==> config.mk <==
export PLATFORM = sky130hd
export DESIGN_NAME = data_ram_arbiter_flat
export DESIGN_NICKNAME = d
export VERILOG_FILES = /design/src/rtl/data_ram_arbiter_if.sv /design/src/rtl/data_ram_arbiter.sv /design/src/flat_wrapper.sv
export SDC_FILE = /design/constraint.sdc
export NUM_CORES = 1
export LEC_CHECK = 0
export CAP_MARGIN = 30
export CORE_AREA = 2 2 94 96
export CTS_CLUSTER_DIAMETER = 50
export DETAILED_ROUTE_END_ITERATION = 7
export DIE_AREA = 0 0 96 98
export PLACE_DENSITY = 0.66
export SYNTH_ARGS = -nofsm -noshare
export SYNTH_HDL_FRONTEND = slang
export SYNTH_SLANG_ARGS = --single-unit
==> constraint.sdc <==
create_clock -name clk -period 3.4 [get_ports clk]
set_input_delay 0.68 -clock clk [delete_from_list [all_inputs] [get_ports clk]]
set_output_delay 0.68 -clock clk [all_outputs]
set_load 0.01 [all_outputs]
==> src/rtl/data_ram_arbiter_if.sv <==
// rtl/data_ram_arbiter_if.sv - two Avalon-MM requester ports plus the shared RAM port of data_ram_arbiter
interface data_ram_arbiter_if #(
  parameter int ADDR_WIDTH = 8,
  parameter int DATA_WIDTH = 32,
  parameter int BE_WIDTH   = 4
);
  logic [ADDR_WIDTH-1:0] m0_address,    m1_address;
  logic [BE_WIDTH-1:0]   m0_byteenable, m1_byteenable;
  logic                  m0_read,       m1_read;
  logic                  m0_write,      m1_write;
  logic [DATA_WIDTH-1:0] m0_writedata,  m1_writedata;
  logic                  m0_waitrequest,   m1_waitrequest;
  logic [DATA_WIDTH-1:0] m0_readdata,      m1_readdata;
  logic                  m0_readdatavalid, m1_readdatavalid;

  logic [ADDR_WIDTH-1:0] ram_address;
  logic [BE_WIDTH-1:0]   ram_byteenable;
  logic                  ram_chipselect;
  logic                  ram_write;
  logic [DATA_WIDTH-1:0] ram_writedata;
  logic [DATA_WIDTH-1:0] ram_readdata;

  // master: requesters and the RAM itself; slave: the arbiter
  modport master (
    output m0_address, m0_byteenable, m0_read, m0_write, m0_writedata,
    output m1_address, m1_byteenable, m1_read, m1_write, m1_writedata,
    input  m0_waitrequest, m0_readdata, m0_readdatavalid,
    input  m1_waitrequest, m1_readdata, m1_readdatavalid,
    input  ram_address, ram_byteenable, ram_chipselect, ram_write, ram_writedata,
    output ram_readdata
  );

  modport slave (
    input  m0_address, m0_byteenable, m0_read, m0_write, m0_writedata,
    input  m1_address, m1_byteenable, m1_read, m1_write, m1_writedata,
    output m0_waitrequest, m0_readdata, m0_readdatavalid,
    output m1_waitrequest, m1_readdata, m1_readdatavalid,
    output ram_address, ram_byteenable, ram_chipselect, ram_write, ram_writedata,
    input  ram_readdata
  );
endinterface

==> src/rtl/data_ram_arbiter.sv <==
// rtl/data_ram_arbiter.sv - round-robin two-master arbiter for one data RAM port
// Define DATA_RAM_ARB_CLEAR_EN to zero-fill the RAM after every reset before granting access.
module data_ram_arbiter #(
  parameter int ADDR_WIDTH = 8,
  parameter int DATA_WIDTH = 32,
  parameter int BE_WIDTH   = 4
) (
  input  logic               clk,
  input  logic               reset_n,
  data_ram_arbiter_if.slave  bus,
  output logic               busy
);

  logic                  act0, act1;
  logic                  gnt0, gnt1;
  logic                  arb_en, clearing;
  logic                  last_grant;
  logic [1:0]            rd_pending;
  logic [ADDR_WIDTH-1:0] clr_addr;

  assign act0 = bus.m0_read | bus.m0_write;
  assign act1 = bus.m1_read | bus.m1_write;

`ifdef DATA_RAM_ARB_CLEAR_EN
  typedef enum logic {CLEAR, ARB} state_t;
  state_t state;
  logic   busy_q;

  always_ff @(posedge clk or negedge reset_n) begin
    if (!reset_n) begin
      state    <= CLEAR;
      clr_addr <= '0;
      busy_q   <= 1'b1;
    end else if (state == CLEAR) begin
      clr_addr <= clr_addr + ADDR_WIDTH'(1);
      if (&clr_addr) begin
        state  <= ARB;
        busy_q <= 1'b0;
      end
    end
  end

  assign clearing = (state == CLEAR) & reset_n;
  assign arb_en   = (state == ARB) & reset_n;
  assign busy     = busy_q;
`else
  assign clr_addr = '0;
  assign clearing = 1'b0;
  assign arb_en   = reset_n;
  assign busy     = 1'b0;
`endif

  // last_grant=1 means m1 was served last, so m0 takes the next tie
  assign gnt0 = arb_en & act0 & (~act1 | last_grant);
  assign gnt1 = arb_en & act1 & (~act0 | ~last_grant);

  always_comb begin
    bus.ram_address    = bus.m0_address;
    bus.ram_byteenable = bus.m0_byteenable;
    bus.ram_writedata  = bus.m0_writedata;
    bus.ram_chipselect = gnt0;
    bus.ram_write      = gnt0 & bus.m0_write;
    if (clearing) begin
      bus.ram_address    = clr_addr;
      bus.ram_byteenable = {BE_WIDTH{1'b1}};
      bus.ram_writedata  = {DATA_WIDTH{1'b0}};
      bus.ram_chipselect = 1'b1;
      bus.ram_write      = 1'b1;
    end else if (gnt1) begin
      bus.ram_address    = bus.m1_address;
      bus.ram_byteenable = bus.m1_byteenable;
      bus.ram_writedata  = bus.m1_writedata;
      bus.ram_chipselect = 1'b1;
      bus.ram_write      = bus.m1_write;
    end
  end

  assign bus.m0_waitrequest = ~reset_n | clearing | (act0 & ~gnt0);
  assign bus.m1_waitrequest = ~reset_n | clearing | (act1 & ~gnt1);

  // read+write together is a write, so it never produces a return
  always_ff @(posedge clk or negedge reset_n) begin
    if (!reset_n) begin
      last_grant <= 1'b1;
      rd_pending <= 2'b00;
    end else begin
      rd_pending <= {gnt1 & bus.m1_read & ~bus.m1_write,
                     gnt0 & bus.m0_read & ~bus.m0_write};
      if (gnt0 | gnt1)
        last_grant <= gnt1;
    end
  end

  assign bus.m0_readdatavalid = rd_pending[0];
  assign bus.m1_readdatavalid = rd_pending[1];
  assign bus.m0_readdata      = bus.ram_readdata;
  assign bus.m1_readdata      = bus.ram_readdata;

endmodule
==> src/flat_wrapper.sv <==
// flat-port wrapper written by rule: the top's interface ports become plain ports
module data_ram_arbiter_flat 
#(
  parameter int ADDR_WIDTH = 8,
  parameter int DATA_WIDTH = 32,
  parameter int BE_WIDTH   = 4
)
  (clk, reset_n, busy, bus_m0_address, bus_m0_byteenable, bus_m0_read, bus_m0_write, bus_m0_writedata, bus_m1_address, bus_m1_byteenable, bus_m1_read, bus_m1_write, bus_m1_writedata, bus_m0_waitrequest, bus_m0_readdata, bus_m0_readdatavalid, bus_m1_waitrequest, bus_m1_readdata, bus_m1_readdatavalid, bus_ram_address, bus_ram_byteenable, bus_ram_chipselect, bus_ram_write, bus_ram_writedata, bus_ram_readdata);
  data_ram_arbiter_if #(.ADDR_WIDTH(ADDR_WIDTH), .DATA_WIDTH(DATA_WIDTH), .BE_WIDTH(BE_WIDTH)) bus_i ();
  input  logic clk;
  input  logic reset_n;
  output logic busy;
  input wire logic [$bits(bus_i.m0_address)-1:0] bus_m0_address;
  input wire logic [$bits(bus_i.m0_byteenable)-1:0] bus_m0_byteenable;
  input wire logic [$bits(bus_i.m0_read)-1:0] bus_m0_read;
  input wire logic [$bits(bus_i.m0_write)-1:0] bus_m0_write;
  input wire logic [$bits(bus_i.m0_writedata)-1:0] bus_m0_writedata;
  input wire logic [$bits(bus_i.m1_address)-1:0] bus_m1_address;
  input wire logic [$bits(bus_i.m1_byteenable)-1:0] bus_m1_byteenable;
  input wire logic [$bits(bus_i.m1_read)-1:0] bus_m1_read;
  input wire logic [$bits(bus_i.m1_write)-1:0] bus_m1_write;
  input wire logic [$bits(bus_i.m1_writedata)-1:0] bus_m1_writedata;
  output wire logic [$bits(bus_i.m0_waitrequest)-1:0] bus_m0_waitrequest;
  output wire logic [$bits(bus_i.m0_readdata)-1:0] bus_m0_readdata;
  output wire logic [$bits(bus_i.m0_readdatavalid)-1:0] bus_m0_readdatavalid;
  output wire logic [$bits(bus_i.m1_waitrequest)-1:0] bus_m1_waitrequest;
  output wire logic [$bits(bus_i.m1_readdata)-1:0] bus_m1_readdata;
  output wire logic [$bits(bus_i.m1_readdatavalid)-1:0] bus_m1_readdatavalid;
  output wire logic [$bits(bus_i.ram_address)-1:0] bus_ram_address;
  output wire logic [$bits(bus_i.ram_byteenable)-1:0] bus_ram_byteenable;
  output wire logic [$bits(bus_i.ram_chipselect)-1:0] bus_ram_chipselect;
  output wire logic [$bits(bus_i.ram_write)-1:0] bus_ram_write;
  output wire logic [$bits(bus_i.ram_writedata)-1:0] bus_ram_writedata;
  input wire logic [$bits(bus_i.ram_readdata)-1:0] bus_ram_readdata;
  assign bus_i.m0_address = bus_m0_address;
  assign bus_i.m0_byteenable = bus_m0_byteenable;
  assign bus_i.m0_read = bus_m0_read;
  assign bus_i.m0_write = bus_m0_write;
  assign bus_i.m0_writedata = bus_m0_writedata;
  assign bus_i.m1_address = bus_m1_address;
  assign bus_i.m1_byteenable = bus_m1_byteenable;
  assign bus_i.m1_read = bus_m1_read;
  assign bus_i.m1_write = bus_m1_write;
  assign bus_i.m1_writedata = bus_m1_writedata;
  assign bus_m0_waitrequest = bus_i.m0_waitrequest;
  assign bus_m0_readdata = bus_i.m0_readdata;
  assign bus_m0_readdatavalid = bus_i.m0_readdatavalid;
  assign bus_m1_waitrequest = bus_i.m1_waitrequest;
  assign bus_m1_readdata = bus_i.m1_readdata;
  assign bus_m1_readdatavalid = bus_i.m1_readdatavalid;
  assign bus_ram_address = bus_i.ram_address;
  assign bus_ram_byteenable = bus_i.ram_byteenable;
  assign bus_ram_chipselect = bus_i.ram_chipselect;
  assign bus_ram_write = bus_i.ram_write;
  assign bus_ram_writedata = bus_i.ram_writedata;
  assign bus_i.ram_readdata = bus_ram_readdata;
  data_ram_arbiter #(.ADDR_WIDTH(ADDR_WIDTH), .DATA_WIDTH(DATA_WIDTH), .BE_WIDTH(BE_WIDTH)) u_core (.clk(clk), .reset_n(reset_n), .bus(bus_i), .busy(busy));
endmodule
==> results list <==
* Clk_lat worst skew: 0.21 ns
- Sequence of cells on the critical path: clkdlybuf4s50_1 -> o21ai_2 -> and3b_2 -> buf_12 -> buf_4 -> mux2_4 -> clkdlybuf4s50_1
* Proportion of layout cells with a drive suffix above 1: 0.299
* Maximum frequency from static timing analysis: 302 MHz
* Clock transition at the registers of the reported paths: about 0.03 ns
- Leading post-synthesis cells by instance count: sky130_fd_sc_hd__buf_4 (65), sky130_fd_sc_hd__mux2_4 (38), sky130_fd_sc_hd__mux2_2 (6), sky130_fd_sc_hd__buf_12 (3), sky130_fd_sc_hd__nor2_1 (3)
- Worst IR drop on VDD: 0.000217 V
- Post-route ant nets: 0
- The worst path meets setup with 0.0861 ns of slack.
- Via count: between 1000 and 1500
- Most repeated library cell on the critical path: sky130_fd_sc_hd__clkdlybuf4s50_1
- Cell type with the highest aggregate area in the netlist: sky130_fd_sc_hd__mux2_4
- Horizontal die dimension: 96 microns
* Largest net degree at the start of global routing: 20
* Syn Nets: 262
* Initial cell density of the core: 0.165
- GPL Wtd Cong: 0.650
- Max-slew violation total from the final report: 0
* Cell with the biggest individual delay on the critical path: sky130_fd_sc_hd__clkdlybuf4s50_1
- Setup violations remaining at the end of the flow were counted as 0.
- Dividing the synthesized area by the synthesized cell count gives between 10 and 15 sq um.
- For hold timing, the worst endpoint is u_core.last_grant.
- Amount of wire on met3 after detailed routing: between 800 and 900 microns
- In this run the static leakage power is 1.08 nW.
* Period utilization: 0.975
- The number of global-route vias before repair came to between 1000 and 1500.
- TritonCTS clock tree: yes
- H-tree depth: 1
- Number of I/O port buffers: 143
- R2R depth: 5
- Adding up every negative setup slack in the final design gives 0 ns.
- Dividing the detail-routed wire length by the instance count gives 12.8 microns.
- Register-to-Register Setup Slack: 1.98 ns
- Post-layout util: 0.307
- Number of synthesized flops with an enable pin: 0
- Detailed placement ended at an HPWL of 3690 microns.
- Unique cell type count in the Yosys netlist: 22
- The die is 98 microns tall.
* Max Clock Skew: 0.00261 ns
- The tree is rooted in a sky130_fd_sc_hd__clkbuf_8.
* Endpoint of the most critical register-to-register path: u_core.rd_pending[1]
- The worst hold path begins at u_core.last_grant.
* Run status: finished, final reports clean
- DRT met1 WL: ~1400 microns
- After filler insertion, the fill cell instance count of the layout stands at just under 900.
* Worst Hold Path Cells: 2
- Hold/Removal Path Class: reg -> reg
* Highest metal layer used by the detailed router: met4
- Kind of launch point of the worst setup path: primary input
- The worst path needs 3.31 ns of the cycle, external delays included.
* Largest delay share family, worst path: buffers and inverters
- Core box area: 0.00847 sq mm
- First-iteration detailed-routing DRC count: 16
- Hold slack: 0.521 ns
* Proportion of synthesized flip-flops having asynchronous set or reset: 1.00
- Row count: 34
- Maximum root-to-sink buffer count: 2
- Of the post-synthesis cell area, the dominant cell type holds 0.409.
* Kind of capture point of the worst setup path: primary output
- Synth top area cells: sky130_fd_sc_hd__mux2_4 (41%), sky130_fd_sc_hd__buf_4 (35%), sky130_fd_sc_hd__mux2_2 (4.8%)
* Critical path class: in -> out
- The repair_antennas step left the layout with diodes totalling 0.
- The clock drives 3 sinks.
- OpenSTA, run right after detailed placement, puts the worst setup slack at 0.0204 ns.
* Power density over the cells: 217 mW/mm^2
- Flops & latches, synth: 3
- For this run, design rule violations remaining after detail routing come to 0.
- sky130_fd_sc_hd__buf_4 is the most common cell in the netlist.
- Detailed routing placed a total of 2020 microns of wire on met2.
* Die Area: between 0.009 and 0.01 sq mm
* Post-detailed-route via-to-cell ratio: between 3 and 4
* Synthesis-to-layout area growth: 86.4%
- Number of warnings issued by yosys: 0
- Nets@finish: roughly 360
- Setup repair after global routing missed its margin: no
- Total Power Consumption: 0.564 mW
- Overflow left after global routing: 0
* Highest net fanout along the worst path: 15
- GRT Resource Usage Total: 0.0808
* R2R Path Start: u_core.last_grant
- The number of antenna violations at the first check in global routing came to 0.
- Hold Fails Final Rpt: 0
- Data required time at the worst endpoint: about 2.7 ns
* Mapped cell area: roughly 0.0014 sq mm
- Summed over all layers, the routed wires come to between 4000 and 5000 microns.
- During I/O placement, the number of pins put on the boundary was between 200 and 250.
- Of the synthesized area, sequential elements account for 0.0548.
- For the worst setup path, the data arrival time is 2.63 ns.
- In this design, the stage delay of the slowest critical-path cell is 0.48 ns.
* Maximum capacitance violations: 0
- Counting every instance in the synthesized netlist gives 136.
- Number of buffers inserted during clock tree synthesis: 3
- Number of detailed-route iterations in the first pass: 4
* WP buf/inv: 4
- Post-synth top flop: sky130_fd_sc_hd__dfrtp_1
* Global-route wire length before repair: 6000 microns
[power by group]
part	internal [mW]	total, mW	switching (mW)
clock network	0.0798	0.102	0.0223
registers	0.0404	0.0441	0.00374
logic	0.297	0.418	0.121
total	0.417	0.564	0.147
[sequential cells by signal, summed over array words and instances (netlist names)]
name,count
u_core.last_grant,1
u_core.rd_pending,2
[layer usage]
layer / track usage / up-vias
li1: - / 580
met1: 0.0827 / 538
met2: 0.136 / 128
met3: 0.0563 / 4
met4: 0.0143 / 0
met5: 0 / -
[final cells by class]
class,instances,area [sq um],share of cell area
Multi-Input combinational cell,61,737,0.284
Sequential cell,3,76.3,0.0294
Inverter,2,7.51,0.00289
Clock buffer,4,45.0,0.0173
Tap cell,108,135,0.0520
Timing Repair Buffer,161,1600,0.615
[cells in the final DEF (no fill, tap or decap), drive strengths merged]
cell and count:
nand2 2, dlymetal6s2s 1, buf 18, a21oi 1, nor2 4, dfstp 1
dfrtp 2, nor3 1, and3b 1, conb 1, o21ai 2, clkbuf 4
mux2 44, o21bai 1, clkdlybuf4s50 142, inv 2, nor2b 1, a21boi 1
o31ai 2
[tightest hold or removal path, stage by stage (launching register included)]
cell and delay [ns]:
sky130_fd_sc_hd__dfstp_2 0.39, sky130_fd_sc_hd__inv_1 0.06, sky130_fd_sc_hd__o21bai_1 0.06
[worst max-delay path by stage]
stage,start,end,slack (ns),cells after the start
finish,bus_m0_read,bus_ram_address[3],0.09,7
global route,bus_m0_read,bus_ram_address[0],0.007,7
CTS,bus_m0_read,bus_ram_address[7],0.02,6
detailed placement,bus_m0_read,bus_ram_byteenable[1],0.02,7
global placement,bus_m0_read,bus_ram_writedata[2],0.05,6
floorplan,bus_m1_read,bus_ram_address[0],1.10,5
[timing repair]
action                                  4_1_cts  5_1_grt
buffers inserted                              0        6
endpoints found under the setup margin        0       24
hold buffers                                  0        0
resized for setup                             0        2
[cells by family after synthesis]
family | after synthesis | synth area share
AO/OA/AOI/OAI | 7 | 0.0350
buffers and inverters | 72 | 0.417
flip-flops | 3 | 0.0548
multiplexers | 44 | 0.458
other | 1 | 0.00269
AND/OR/NAND/NOR | 9 | 0.0323
[metrics by stage]
stage	instance area (sq um)	cells
2_1_floorplan	1390	136
3_3_place_gp	2490	329
3_5_place_dp	2490	329
4_1_cts	2530	333
5_1_grt	2600	339
6_report	2600	339
Note: power is estimated with default switching activity, not from simulation.
==> edit (same settings) <==
`BE_WIDTH` is set to 4 in 3 places; all go to 6.
--- a/src/rtl/data_ram_arbiter_if.sv
+++ b/src/rtl/data_ram_arbiter_if.sv
@@ -4,3 +4,3 @@
   parameter int DATA_WIDTH = 32,
-  parameter int BE_WIDTH   = 4
+  parameter int BE_WIDTH   = 6
 );
--- a/src/rtl/data_ram_arbiter.sv
+++ b/src/rtl/data_ram_arbiter.sv
@@ -5,3 +5,3 @@
   parameter int DATA_WIDTH = 32,
-  parameter int BE_WIDTH   = 4
+  parameter int BE_WIDTH   = 6
 ) (
--- a/src/flat_wrapper.sv
+++ b/src/flat_wrapper.sv
@@ -5,3 +5,3 @@
   parameter int DATA_WIDTH = 32,
-  parameter int BE_WIDTH   = 4
+  parameter int BE_WIDTH   = 6
 )
Ports: changed (resized bus_m0_byteenable, bus_m1_byteenable and bus_ram_byteenable); port bits go from 241 to 247. No check against the original RTL was run, so the function may have changed too.
==> edit against the original RTL <==
Final area fell by 3.1%; core utilization fell by 0.95 points; count of clock-buffer cells in the layout did not move; routed wire length fell by 2.6%; sequential cell count did not move; synthesized area fell by 6.2%; setup slack got worse by 2.2 ps; sequential share of layout area rose by 0.093 points; combinational power fell by 5.5%; global-route usage rose by 0.11 points; total power fell by 3.8%; critical path type unchanged.
==> edit: results (changes against the original RTL) <==
| Metric | Value |
|---|---|
| Worst clock skew | `0.564 ps (was 2.61 ps)` |
| # port buffers | `149 (was 143)` |
| # fillers | `898 (was 881)` |
| Routability cong. | `0.725 (was 0.650)` |
| GRT met1 Usage | `8.97% (was 8.27%)` |
| Comb_multi_in | `63 (was 61)` |
| VDD IR-drop max | `184 uV (was 217 uV)` |
| Synth cell count leaders | `buf_4, mux2_2, mux2_4, nor2_1 (was buf_4, mux2_4, mux2_2, buf_12, nor2_1)` |
| Buffering overhead | `62.4% (was 61.5%)` |
| Grt met3 use | `2.93% (was 5.63%)` |
| Initial antenna violation count | `0 (unchanged)` |
| Total track usage | `8.19% (was 8.08%)` |
| Pin count of the biggest net entering global routing | `23 (was 20)` |
| Pre-antenna DRT Iters | `3 (was 4)` |
| WL/cell | `12.6 um (was 12.8 um)` |
| Area of the multi-input gates | `683 um^2 (was 737 um^2)` |
| Met2 Resource Use GR | `14.5% (was 13.6%)` |
| Leakage | `0.978 nW (was 1.08 nW)` |
| Layout overhead on the synthesized area | `92.6% (was 86.4%)` |
| Vias in the first global route | `1296 (was 1257)` |
| Status | `finished clean (unchanged)` |
| Clock-cell share | `1.79% (was 1.73%)` |
| WP data arrival | `2640 ps (was 2630 ps)` |
| Library cells used by synthesis | `21 (was 22)` |
| Sequential share of the synthesized area | `5.84% (was 5.48%)` |
| Switching Power | `0.144 mW (was 0.147 mW)` |
| Nets | `359 (was 358)` |
| Number of non-clock buffers | `156 (was 161)` |
| Met1 WL | `1490 um (was 1430 um)` |
| H-Tree Level Count | `1 (unchanged)` |
| Crit Path Max Fanout | `22 (was 15)` |
| First-pass GRT wire length | `6220 um (was 6000 um)` |
| Final HPWL DP | `3680 um (was 3690 um)` |
| DR vias | `1217 (was 1250)` |
| Starting DRT DRC Count | `4 (was 16)` |
| Met2 wire length | `2140 um (was 2020 um)` |
| Combinational power | `0.395 mW (was 0.418 mW)` |
| Syn nets | `268 (was 262)` |
[edit: changes by cell type in the layout (fill, tap and decap cells not counted), moves of 6 or more]
| cell | before | now |
|---|---|---|
| clkdlybuf4s50_1 | 142 | 148 |
| buf_4 | 15 | 5 |
| mux2_2 | 6 | 28 |
| mux2_4 | 38 | 18 |
[edit: metrics by stage]
stage | hold WS [ps] | std cells | total power [mW] | setup slack, ps
CTS | 511 | 336 | 0.551 | 21.8
detailed placement | 507 | 332 | 0.443 | 29.3
finish | 515 | 336 | 0.543 | 83.9
global placement | 504 | 332 | 0.439 | 50.0
global route | 545 | 336 | 0.574 | 13.7
floorplan | 384 | 138 | 0.275 | 1080
[edit: worst paths after layout]
| kind | start | slack, ps | depth (start not counted) | to |
|---|---|---|---|---|
| min in group asynchronous | reset_n | 780 | 2 | u_core.rd_pending[1] |
| max in group asynchronous | reset_n | 2420 | 2 | u_core.last_grant |
| hold reg to reg | u_core.last_grant | 520 | 2 | u_core.last_grant |
| hold / removal | u_core.last_grant | 520 | 2 | u_core.last_grant |
| setup / recovery | bus_m0_read | 80 | 6 | bus_ram_writedata[6] |
| setup reg to reg | u_core.last_grant | 2080 | 4 | u_core.rd_pending[1] |
[edit: cell families (layout without fill, tap and decap cells)]
group / Yosys count / count (layout) / share of synthesized area [%]
AOI/OAI and AO/OA: 7 / 7 / 3.44
other: 1 / 1 / 0.287
buffers and inverters: 72 / 162 / 41.9
muxes: 46 / 46 / 44.8
and+or+nand+nor: 9 / 9 / 3.73
DFF: 3 / 3 / 5.84
[edit: worst max-delay path, delay by kind of cell]
family,cells,cell delay [ps]
multiplexers,1,360
AO/OA/AOI/OAI,1,190
AND/OR/NAND/NOR,1,270
buffers and inverters,3,1110
